$ cat src/rtl/pid_servo_ctrl_if.sv
// Signal bundle between the loop supervisor (master) and the PID servo core (slave).
// Signal names are given from the core's point of view: i_ = into the core, o_ = out of it.
interface pid_servo_ctrl_if #(
  parameter int EW = 18,
  parameter int CW = 12,
  parameter int IW = 24,
  parameter int OW = 16
);
  logic                 i_enable;
  logic                 i_sample;
  logic        [EW-1:0] i_pos;
  logic        [EW-1:0] i_enc;
  logic        [CW-1:0] i_pc;
  logic        [CW-1:0] i_ic;
  logic        [CW-1:0] i_dc;
  logic        [IW-2:0] i_ilim;
  logic signed [OW-1:0] o_out;
  logic                 o_out_valid;
  logic                 o_busy;
  logic                 o_sat;
  logic signed [EW-1:0] o_pe;

  modport master (
    output i_enable, i_sample, i_pos, i_enc, i_pc, i_ic, i_dc, i_ilim,
    input  o_out, o_out_valid, o_busy, o_sat, o_pe
  );

  modport slave (
    input  i_enable, i_sample, i_pos, i_enc, i_pc, i_ic, i_dc, i_ilim,
    output o_out, o_out_valid, o_busy, o_sat, o_pe
  );
endinterface

$ cat src/rtl/pid_servo_ctrl.sv
// Sequential PID position servo: one shared multiplier stepped by a small FSM.
// Define PID_DERIV_EN to build the derivative path (MUL_D state, latency 6); otherwise latency is 5.
module pid_servo_ctrl #(
  parameter int EW   = 18,
  parameter int CW   = 12,
  parameter int IW   = 24,
  parameter int OW   = 16,
  parameter int FRAC = 8
) (
  input logic             i_clk,
  input logic             i_rst_n,
  pid_servo_ctrl_if.slave bus
);
  localparam int AW = (IW > EW + 1) ? IW : EW + 1;
  localparam int PW = AW + CW + 1;
  localparam int SW = PW + 2;

  localparam logic signed [EW:0]   PE_MAX  = {2'b00, {(EW-1){1'b1}}};
  localparam logic signed [EW:0]   PE_MIN  = {2'b11, {(EW-1){1'b0}}};
  localparam logic signed [SW-1:0] OUT_MAX = {{(SW-OW+1){1'b0}}, {(OW-1){1'b1}}};
  localparam logic signed [SW-1:0] OUT_MIN = {{(SW-OW+1){1'b1}}, {(OW-1){1'b0}}};

  typedef enum logic [2:0] {
    IDLE,
    ERR,
    MUL_P,
    MUL_I,
`ifdef PID_DERIV_EN
    MUL_D,
`endif
    SUM,
    SAT
  } state_t;

  state_t               r_state;
  state_t               w_next;
  logic signed [EW-1:0] r_pe;
  logic signed [IW-1:0] r_ie;
  logic signed [PW-1:0] r_pt;
  logic signed [PW-1:0] r_it;
  logic signed [SW-1:0] r_sum;
  logic signed [OW-1:0] r_out;
  logic                 r_sat;
  logic                 r_out_valid;

  logic signed [EW:0]   w_diff;
  logic signed [EW-1:0] w_pe;
  logic signed [IW:0]   w_ie_sum;
  logic signed [IW:0]   w_lim;
  logic signed [IW:0]   w_nlim;
  logic signed [IW-1:0] w_ie_next;
  logic signed [PW-1:0] w_mul_a;
  logic signed [PW-1:0] w_mul_c;
  logic signed [PW-1:0] w_prod;
  logic signed [PW-1:0] w_term;
  logic signed [PW-1:0] w_dt;
  logic signed [SW-1:0] w_sum_next;
  logic signed [OW-1:0] w_out_sat;
  logic                 w_clip;

`ifdef PID_DERIV_EN
  logic signed [EW-1:0] r_pe_prev;
  logic signed [EW:0]   r_de;
  logic signed [PW-1:0] r_dt;
  logic signed [EW:0]   w_de;

  assign w_de = $signed({w_pe[EW-1], w_pe}) - $signed({r_pe_prev[EW-1], r_pe_prev});
  assign w_dt = r_dt;
`else
  logic w_unused_dc;

  assign w_unused_dc = ^bus.i_dc;
  assign w_dt        = '0;
`endif

  // Position error is formed one bit wider so Pos-Enc never wraps before clamping.
  assign w_diff = $signed({1'b0, bus.i_pos}) - $signed({1'b0, bus.i_enc});

  always_comb begin
    w_pe = w_diff[EW-1:0];
    if (w_diff > PE_MAX) begin
      w_pe = PE_MAX[EW-1:0];
    end else if (w_diff < PE_MIN) begin
      w_pe = PE_MIN[EW-1:0];
    end
  end

  assign w_ie_sum = $signed({r_ie[IW-1], r_ie}) + $signed({{(IW+1-EW){w_pe[EW-1]}}, w_pe});
  assign w_lim    = $signed({2'b00, bus.i_ilim});
  assign w_nlim   = -w_lim;

  always_comb begin
    w_ie_next = w_ie_sum[IW-1:0];
    if (w_ie_sum > w_lim) begin
      w_ie_next = w_lim[IW-1:0];
    end else if (w_ie_sum < w_nlim) begin
      w_ie_next = w_nlim[IW-1:0];
    end
  end

  // Shared multiplier: error operand and unsigned coefficient chosen by the current state.
  always_comb begin
    w_mul_a = '0;
    w_mul_c = '0;
    case (r_state)
      MUL_P: begin
        w_mul_a = {{(PW-EW){r_pe[EW-1]}}, r_pe};
        w_mul_c = {{(PW-CW){1'b0}}, bus.i_pc};
      end
      MUL_I: begin
        w_mul_a = {{(PW-IW){r_ie[IW-1]}}, r_ie};
        w_mul_c = {{(PW-CW){1'b0}}, bus.i_ic};
      end
`ifdef PID_DERIV_EN
      MUL_D: begin
        w_mul_a = {{(PW-EW-1){r_de[EW]}}, r_de};
        w_mul_c = {{(PW-CW){1'b0}}, bus.i_dc};
      end
`endif
      default: begin
        w_mul_a = '0;
        w_mul_c = '0;
      end
    endcase
  end

  assign w_prod     = w_mul_a * w_mul_c;
  assign w_term     = w_prod >>> FRAC;
  assign w_sum_next = $signed({{2{r_pt[PW-1]}}, r_pt}) + $signed({{2{r_it[PW-1]}}, r_it})
                    + $signed({{2{w_dt[PW-1]}}, w_dt});

  always_comb begin
    w_out_sat = r_sum[OW-1:0];
    w_clip    = 1'b0;
    if (r_sum > OUT_MAX) begin
      w_out_sat = OUT_MAX[OW-1:0];
      w_clip    = 1'b1;
    end else if (r_sum < OUT_MIN) begin
      w_out_sat = OUT_MIN[OW-1:0];
      w_clip    = 1'b1;
    end
  end

  // Enable low overrides everything, including a Sample in the same cycle.
  always_comb begin
    w_next = r_state;
    if (!bus.i_enable) begin
      w_next = IDLE;
    end else begin
      case (r_state)
        IDLE:    if (bus.i_sample) w_next = ERR;
        ERR:     w_next = MUL_P;
        MUL_P:   w_next = MUL_I;
`ifdef PID_DERIV_EN
        MUL_I:   w_next = MUL_D;
        MUL_D:   w_next = SUM;
`else
        MUL_I:   w_next = SUM;
`endif
        SUM:     w_next = SAT;
        SAT:     w_next = IDLE;
        default: w_next = IDLE;
      endcase
    end
  end

  always_ff @(posedge i_clk) begin
    if (!i_rst_n) begin
      r_state     <= IDLE;
      r_pe        <= '0;
      r_ie        <= '0;
      r_pt        <= '0;
      r_it        <= '0;
      r_sum       <= '0;
      r_out       <= '0;
      r_sat       <= 1'b0;
      r_out_valid <= 1'b0;
`ifdef PID_DERIV_EN
      r_pe_prev   <= '0;
      r_de        <= '0;
      r_dt        <= '0;
`endif
    end else begin
      r_state     <= w_next;
      r_out_valid <= 1'b0;
      if (!bus.i_enable) begin
        r_out <= '0;
        r_sat <= 1'b0;
        r_ie  <= '0;
`ifdef PID_DERIV_EN
        r_pe_prev <= r_pe;
`endif
      end else begin
        case (r_state)
          ERR: begin
            r_pe <= w_pe;
            r_ie <= w_ie_next;
`ifdef PID_DERIV_EN
            r_de      <= w_de;
            r_pe_prev <= w_pe;
`endif
          end
          MUL_P: r_pt <= w_term;
          MUL_I: r_it <= w_term;
`ifdef PID_DERIV_EN
          MUL_D: r_dt <= w_term;
`endif
          SUM:   r_sum <= w_sum_next;
          SAT: begin
            r_out       <= w_out_sat;
            r_sat       <= w_clip;
            r_out_valid <= 1'b1;
          end
          default: ;
        endcase
      end
    end
  end

  assign bus.o_out       = r_out;
  assign bus.o_out_valid = r_out_valid;
  assign bus.o_busy      = (r_state != IDLE);
  assign bus.o_sat       = r_sat;
  assign bus.o_pe        = r_pe;
endmodule

$ cat src/flat_wrapper.sv
// flat-port wrapper written by rule: the top's interface ports become plain ports
module pid_servo_ctrl_flat 
#(
  parameter int EW   = 18,
  parameter int CW   = 12,
  parameter int IW   = 24,
  parameter int OW   = 16,
  parameter int FRAC = 8
)
  (i_clk, i_rst_n, bus_i_enable, bus_i_sample, bus_i_pos, bus_i_enc, bus_i_pc, bus_i_ic, bus_i_dc, bus_i_ilim, bus_o_out, bus_o_out_valid, bus_o_busy, bus_o_sat, bus_o_pe);
  pid_servo_ctrl_if #(.EW(EW), .CW(CW), .IW(IW), .OW(OW)) bus_i ();
  input logic i_clk;
  input logic i_rst_n;
  input wire logic [$bits(bus_i.i_enable)-1:0] bus_i_enable;
  input wire logic [$bits(bus_i.i_sample)-1:0] bus_i_sample;
  input wire logic [$bits(bus_i.i_pos)-1:0] bus_i_pos;
  input wire logic [$bits(bus_i.i_enc)-1:0] bus_i_enc;
  input wire logic [$bits(bus_i.i_pc)-1:0] bus_i_pc;
  input wire logic [$bits(bus_i.i_ic)-1:0] bus_i_ic;
  input wire logic [$bits(bus_i.i_dc)-1:0] bus_i_dc;
  input wire logic [$bits(bus_i.i_ilim)-1:0] bus_i_ilim;
  output wire logic [$bits(bus_i.o_out)-1:0] bus_o_out;
  output wire logic [$bits(bus_i.o_out_valid)-1:0] bus_o_out_valid;
  output wire logic [$bits(bus_i.o_busy)-1:0] bus_o_busy;
  output wire logic [$bits(bus_i.o_sat)-1:0] bus_o_sat;
  output wire logic [$bits(bus_i.o_pe)-1:0] bus_o_pe;
  assign bus_i.i_enable = bus_i_enable;
  assign bus_i.i_sample = bus_i_sample;
  assign bus_i.i_pos = bus_i_pos;
  assign bus_i.i_enc = bus_i_enc;
  assign bus_i.i_pc = bus_i_pc;
  assign bus_i.i_ic = bus_i_ic;
  assign bus_i.i_dc = bus_i_dc;
  assign bus_i.i_ilim = bus_i_ilim;
  assign bus_o_out = bus_i.o_out;
  assign bus_o_out_valid = bus_i.o_out_valid;
  assign bus_o_busy = bus_i.o_busy;
  assign bus_o_sat = bus_i.o_sat;
  assign bus_o_pe = bus_i.o_pe;
  pid_servo_ctrl #(.EW(EW), .CW(CW), .IW(IW), .OW(OW), .FRAC(FRAC)) u_core (.i_clk(i_clk), .i_rst_n(i_rst_n), .bus(bus_i));
endmodule
$ cat config.mk
export PLATFORM = sky130hd
export DESIGN_NAME = pid_servo_ctrl_flat
export DESIGN_NICKNAME = d
export VERILOG_FILES = /design/src/rtl/pid_servo_ctrl_if.sv /design/src/rtl/pid_servo_ctrl.sv /design/src/flat_wrapper.sv
export SDC_FILE = /design/constraint.sdc
export NUM_CORES = 1
export LEC_CHECK = 0
export ABC_AREA = 1
export ABC_CLOCK_PERIOD_IN_PS = 6400
export BUFFER_PORTS_ARGS = -buffer_cell sky130_fd_sc_hd__buf_4
export CAP_MARGIN = 20
export CORE_UTILIZATION = 60
export CTS_BUF_LIST = sky130_fd_sc_hd__clkbuf_4 sky130_fd_sc_hd__clkbuf_8
export DETAILED_ROUTE_END_ITERATION = 12
export PLACE_DENSITY = 0.79
export RECOVER_POWER = 100
export SETUP_SLACK_MARGIN = 0.05
export SYNTH_ARGS = -nofsm -noshare
export SYNTH_HDL_FRONTEND = slang
export SYNTH_SLANG_ARGS = --single-unit
export TNS_END_PERCENT = 10
$ cat constraint.sdc
create_clock -name i_clk -period 6.4 [get_ports i_clk]
set_input_delay 0.64 -clock i_clk [delete_from_list [all_inputs] [get_ports i_clk]]
set_output_delay 0.64 -clock i_clk [all_outputs]
set_load 0.03 [all_outputs]
---- After elaboration in Yosys (flattened, before gate mapping) ----
Cells that the tools add are included.
word-level totals
  flip-flop bits (word level) ............. 160
  input port bits ......................... 99
  output and inout bits ................... 37
  word-level logic and storage cells ...... 46
operators by class
  add/subtract/negate cells ............... 4
  multiply operators ...................... 1
  $lt $le $gt $ge ......................... 6
  equality and inequality tests ........... 6
  mux-type cells .......................... 13
  reduce and logical (&&, ||, !) cells .... 7
operators by type and width
  operator                                                                            count
  37-bit case mux with 2 select lines                                                 1
  24-bit 2-to-1 mux                                                                   2
  39-bit by 16-bit greater-than comparator with 1-bit output (second input constant)  1
  39-bit by 16-bit < comparator with 1-bit output (second input constant)             1
  37-bit by 13-bit multiplier with 37-bit output                                      1
  18-bit 2-to-1 mux                                                                   2
  16-bit 2-to-1 mux                                                                   2
  29-bit by 29-bit adder with 30-bit output                                           1
  24-bit by 18-bit adder with 25-bit output                                           1
  25-bit by 24-bit greater-than comparator with 1-bit output                          1
  25-bit < comparator                                                                 1
  23-bit negator with 25-bit output                                                   1
  12-bit case mux with 2 select lines                                                 1
  19-bit by 18-bit greater-than comparator with 1-bit output (second input constant)  1
  19-bit by 18-bit < comparator with 1-bit output (second input constant)             1
  18-bit by 18-bit subtractor with 19-bit output                                      1
  3-bit case mux with 5 select lines                                                  1
  2-bit AND reduction                                                                 5
  3-bit by 2-bit equality test with 1-bit output (second input constant)              2
  3-bit equality test (second input constant)                                         2
  3-bit by 1-bit equality test with 1-bit output (second input constant)              1
  3-bit logical NOT                                                                   1
  1-bit 2-to-1 mux                                                                    3
  3-bit 2-to-1 mux                                                                    1
  2 further kinds                                                                     2

---- Longest topological paths before layout ----
  word-level depth ........................ 8
  mapped depth ............................ 46
  depth with buffers taken out ............ 45

---- Worst setup path after synthesis ----
No wires, ideal clock.
  path kind ............................... reg2reg
  start ................................... reg u_core.r_state[1]
  end ..................................... reg u_core.r_it[26]
  setup time .............................. 0.116 ns
  arrival time ............................ 5.786 ns
  data required time ...................... 6.284 ns
  slack ................................... 0.498 ns
  cell stages (with the launch flop) ...... 27
  buffers on the path ..................... 2
  clock period less this slack ............ 5.902 ns
  cell sequence ........................... dfxtp_1 nand3_2 clkinv_2 clkbuf_1 a22o_1 clkbuf_1 nand2_1 fa_1 fa_1 inv_1 fa_1 inv_1 fa_1 inv_1 fa_1 ha_1 nand2_1 nor2_1 inv_1 nor4_1 a21oi_1 o21ai_1 nand4_1 nand3_1 nand3_1 o211ai_1 inv_1
between the ends
  cells in the longest elaborated chain, start to end .. 3
  elaborated cells on any way between the ends .. 6
  those cells by class .................... 1 x mul; 2 x eq/ne; 2 x mux; 1 x reduce/logical
ends and longest elaborated chain
  item                                                                                        line                                          source
  from (decl)                                                                                 pid_servo_ctrl.sv:35                          state_t r_state;
  from (signal assigned)                                                                      pid_servo_ctrl.sv:184                         r_state <= w_next;
  3-bit by 2-bit equality test with 1-bit output, on equally long branches                    pid_servo_ctrl.sv:105, pid_servo_ctrl.sv:194
  37-bit case mux with 2 select lines or 12-bit case mux with 2 select lines (tied branches)  pid_servo_ctrl.sv:105                         case (r_state)
  37-bit by 13-bit multiplier with 37-bit output                                              pid_servo_ctrl.sv:127                         assign w_prod = w_mul_a * w_mul_c;
  to (signal assigned)                                                                        pid_servo_ctrl.sv:204                         MUL_I: r_it <= w_term;
  to (decl)                                                                                   pid_servo_ctrl.sv:40                          logic signed [PW-1:0] r_it;
Parallel ways exist; a longest one is shown, timed or not.
A chain may end at the register's enable or synchronous reset.

---- Final worst setup path ----
  start ................................... reg u_core.r_state[2]
  end ..................................... reg u_core.r_pt[10]
between the ends
  cells in the longest elaborated chain, start to end .. 3
  elaborated cells on any way between the ends .. 6
  those cells by class .................... 1 x mul; 2 x eq/ne; 2 x mux; 1 x reduce/logical
ends and longest elaborated chain
  item                                                                                        line                                          source
  3-bit by 2-bit equality test with 1-bit output, on equally long branches                    pid_servo_ctrl.sv:105, pid_servo_ctrl.sv:194
  37-bit case mux with 2 select lines or 12-bit case mux with 2 select lines (tied branches)  pid_servo_ctrl.sv:105
  37-bit by 13-bit multiplier with 37-bit output                                              pid_servo_ctrl.sv:127
  to (signal assigned)                                                                        pid_servo_ctrl.sv:203                         MUL_P: r_pt <= w_term;
  to (decl)                                                                                   pid_servo_ctrl.sv:39                          logic signed [PW-1:0] r_pt;
Parallel ways exist; a longest one is shown, timed or not.

==> flow_summary.toml <==
[clock_tree]
cts_tree = "yes"
cts_buffers = 17
clk_pin_slew_worst_paths_ns = 0.12
cts_max_level = 4
clk_path_buf_depth = 2
cts_sinks = 151
cts-root-buf = "clkbuf_8"
clk_latency_ns = 0.50

[layout]
fillers = 3113
area_growth_pct = 15.39
fin_util_pct = 70.89
final-seq-area_mm2 = 0.003029
drive_above_1_share_pct = 12.12
fin_cells = 3994
final_nets = 4032
multiInputGateArea_mm2 = 0.01671

[placed_design]
place.gp.congestion = 0.9839
placed_cells = 3935
portBuffers = 123
post-dp-hpwl_um = 54590

[setup_path]
end_kind = "flip-flop"
cp.arrival_ns = 6.58
startpoint_type = "flip-flop"
path_class = "flip-flop to flip-flop"
crit_path_max_fanout = 24
cp.required_ns = 6.78

[power]
power.leakage_nw = 14.51
power_density_mw_per_mm2 = 109.0
vdd_ir_drop_max_uv = 118.9
p_total_w = 0.002857

[floorplanning]
die_h_um = 196.5
num_rows = 70
die_area_mm2 = 0.03863
die_x_um = 196.5
coreArea_mm2 = 0.03696
initial_utilization_pct = 61.44
pin_count = 136

[logic_synthesis]
yosys.area.top_type = "fa_1"
synth.avg_cell_area_um2 = 6.987
synth_area_mm2 = 0.02271
synth_seq_area_share_pct = 13.31
synth_cell_types = 64
synth_edf_count = 0
synth_nets = 3806
ys_warn_count = 0
synth_area_leaders = "fa_1, dfxtp_1, inv_1"
synth_seq_cells = 151
postSynthCellCount = 3250
yosys-top-cells-count = "inv_1, nand2_1, fa_1"
yosys.area.top_type_share_pct = 22.92
ys.flop_type = "dfxtp_1"
yosysMostFrequentCell = "inv_1"
async_flop_share_pct = 0

[routing]
via_per_inst = 5.478
drtPass1Iterations = 8
postRouteAntennaNets = 0
drt_iter0_drc = 1649
wire_per_inst_um = 16.90
drc = 0
via_count = 21878
routed_wl_um = 67500

[sta]
hold_violations = 0
drv_slew = 45
fin_tns_setup_ns = 0
worst_pin_slew_ns = 1.879
hold_ws_ns = 0.4355
fmax_mhz = 161.4
fin_crit_ns = 6.195
fin_skew_ns = 0.02901
rsz0062_at_grt = "yes"
period_share_pct = 96.80
slew_headroom_pct = -25.28
setup_viol = 0

[grt]
grt_max_degree = 54
antenna_found_initial = 1
grt_util_all_layers_pct = 35.51
grt_pass1_vias = 21754
overflow = 0
grt_pass1_wl_um = 108700

[run]
drv_cap = 1

[outcome]
violations = "max-capacitance violations, max-slew violations"
outcome = "finished with violations"

[min_path]
hp-class = "input pin to flip-flop"
==> stage by stage <==
stage	instance area [um2]	worst slack (ns)
detailed placement	25320	-0.1927
global placement	25320	-0.05141
CTS	25810	0.05847
floorplan	22710	0.4976
global route	26200	-0.007318
finish	26200	0.2049
==> path summary, 6_finish.rpt <==
kind                                                      from                                to  slack, ns  depth (start not counted)
worst min register to register    u_core.r_sum[1]$_SDFFE_PN0P_  u_core.bus.o_out[1]$_SDFFE_PN0P_       0.47                          2
worst max-delay path            u_core.r_state[2]$_SDFFE_PN0P_      u_core.r_pt[10]$_SDFFE_PN0P_       0.20                         27
worst max register to register  u_core.r_state[2]$_SDFFE_PN0P_      u_core.r_pt[10]$_SDFFE_PN0P_       0.20                         27
worst min-delay path                             bus_i_ilim[7]       u_core.r_ie[7]$_SDFFE_PN0P_       0.44                          3
==> metal layers <==
| layer | global-route usage, % | up-vias | share of wire, % |
|---|---|---|---|
| met1 | 46.09 | 10374 | 42 |
| met2 | 59.08 | 861 | 47 |
| met4 | 13.28 | 0 | 3.6 |
| met5 | 0 | - | 0 |
| met3 | 6.348 | 157 | 8.2 |
| li1 | - | 10486 | - |
==> flip-flops by register name, indices dropped and copies added (netlist names) <==
register                flops
u_core.bus.o_out           16
u_core.bus.o_out_valid      1
u_core.bus.o_pe            18
u_core.bus.o_sat            1
u_core.r_ie                24
u_core.r_it                29
u_core.r_pt                29
u_core.r_state              3
u_core.r_sum               30
==> layout by cell type (no fill, tap or decap), types with 24 or more instances in the layout <==
cell type and n:
inv_1 761, nand2_1 679, fa_1 255, buf_4 239, nor2_1 221, ha_1 186, o21ai_0 180, a21oi_1 173
dfxtp_1 148, nand3_1 91, xor2_1 58, clkbuf_1 44, a31oi_1 32, o211ai_1 32, xnor2_1 24
==> area by class of cell <==
cell class / instances / area share, %
antenna: 1 / 0.009551
clock inverter: 15 / 0.7593
inverter: 775 / 11.16
clock buffer: 17 / 0.8930
sequential: 151 / 11.56
multi-input combinational: 2218 / 63.76
timing repair buffer: 312 / 9.407
tap: 504 / 2.407
timing repair inverter: 1 / 0.03343
==> what timing repair did <==
item / CTS / global route
setup endpoints to repair: 32 / 70
hold buffers: 0 / 0
setup buffers: 3 / 18
gates cloned: 0 / 3
pin swaps: 0 / 16
resized for setup: 9 / 92
==> kinds of logic after synthesis <==
| group | synth area share (%) |
|---|---|
| simple gates | 20.51 |
| fa+ha+maj | 33.78 |
| flops | 13.31 |
| buf+inv | 14.70 |
| xor+xnor | 3.433 |
| compound gates | 14.26 |
==> critical path, cell delays in order, from the launching register on <==
cell and delay, ns:
dfxtp_2 0.35, inv_2 0.07, nand3_4 0.14, clkinvlp_4 0.20, buf_4 0.18, a22o_1 0.23, buf_12 0.17, nand2_1 0.08
inv_1 0.06, fa_1 0.50, fa_1 0.58, fa_1 0.45, fa_1 0.51, inv_1 0.06, fa_1 0.57, inv_1 0.08
ha_4 0.26, a21oi_2 0.20, inv_1 0.11, a31oi_1 0.22, o21ai_2 0.11, a21oi_2 0.15, o21ai_1 0.10, buf_4 0.15
buf_4 0.13, xor2_2 0.17, o21ai_0 0.18, inv_1 0.05
==> where the power goes <==
group,switching [W],leakage (nW),internal [W]
Sequential,0.0000136,1.22,0.000953
Clock,0.000489,0.214,0.000307
Combinational,0.000674,13.1,0.000421
No activity file was read; power rests on OpenSTA's default activity.
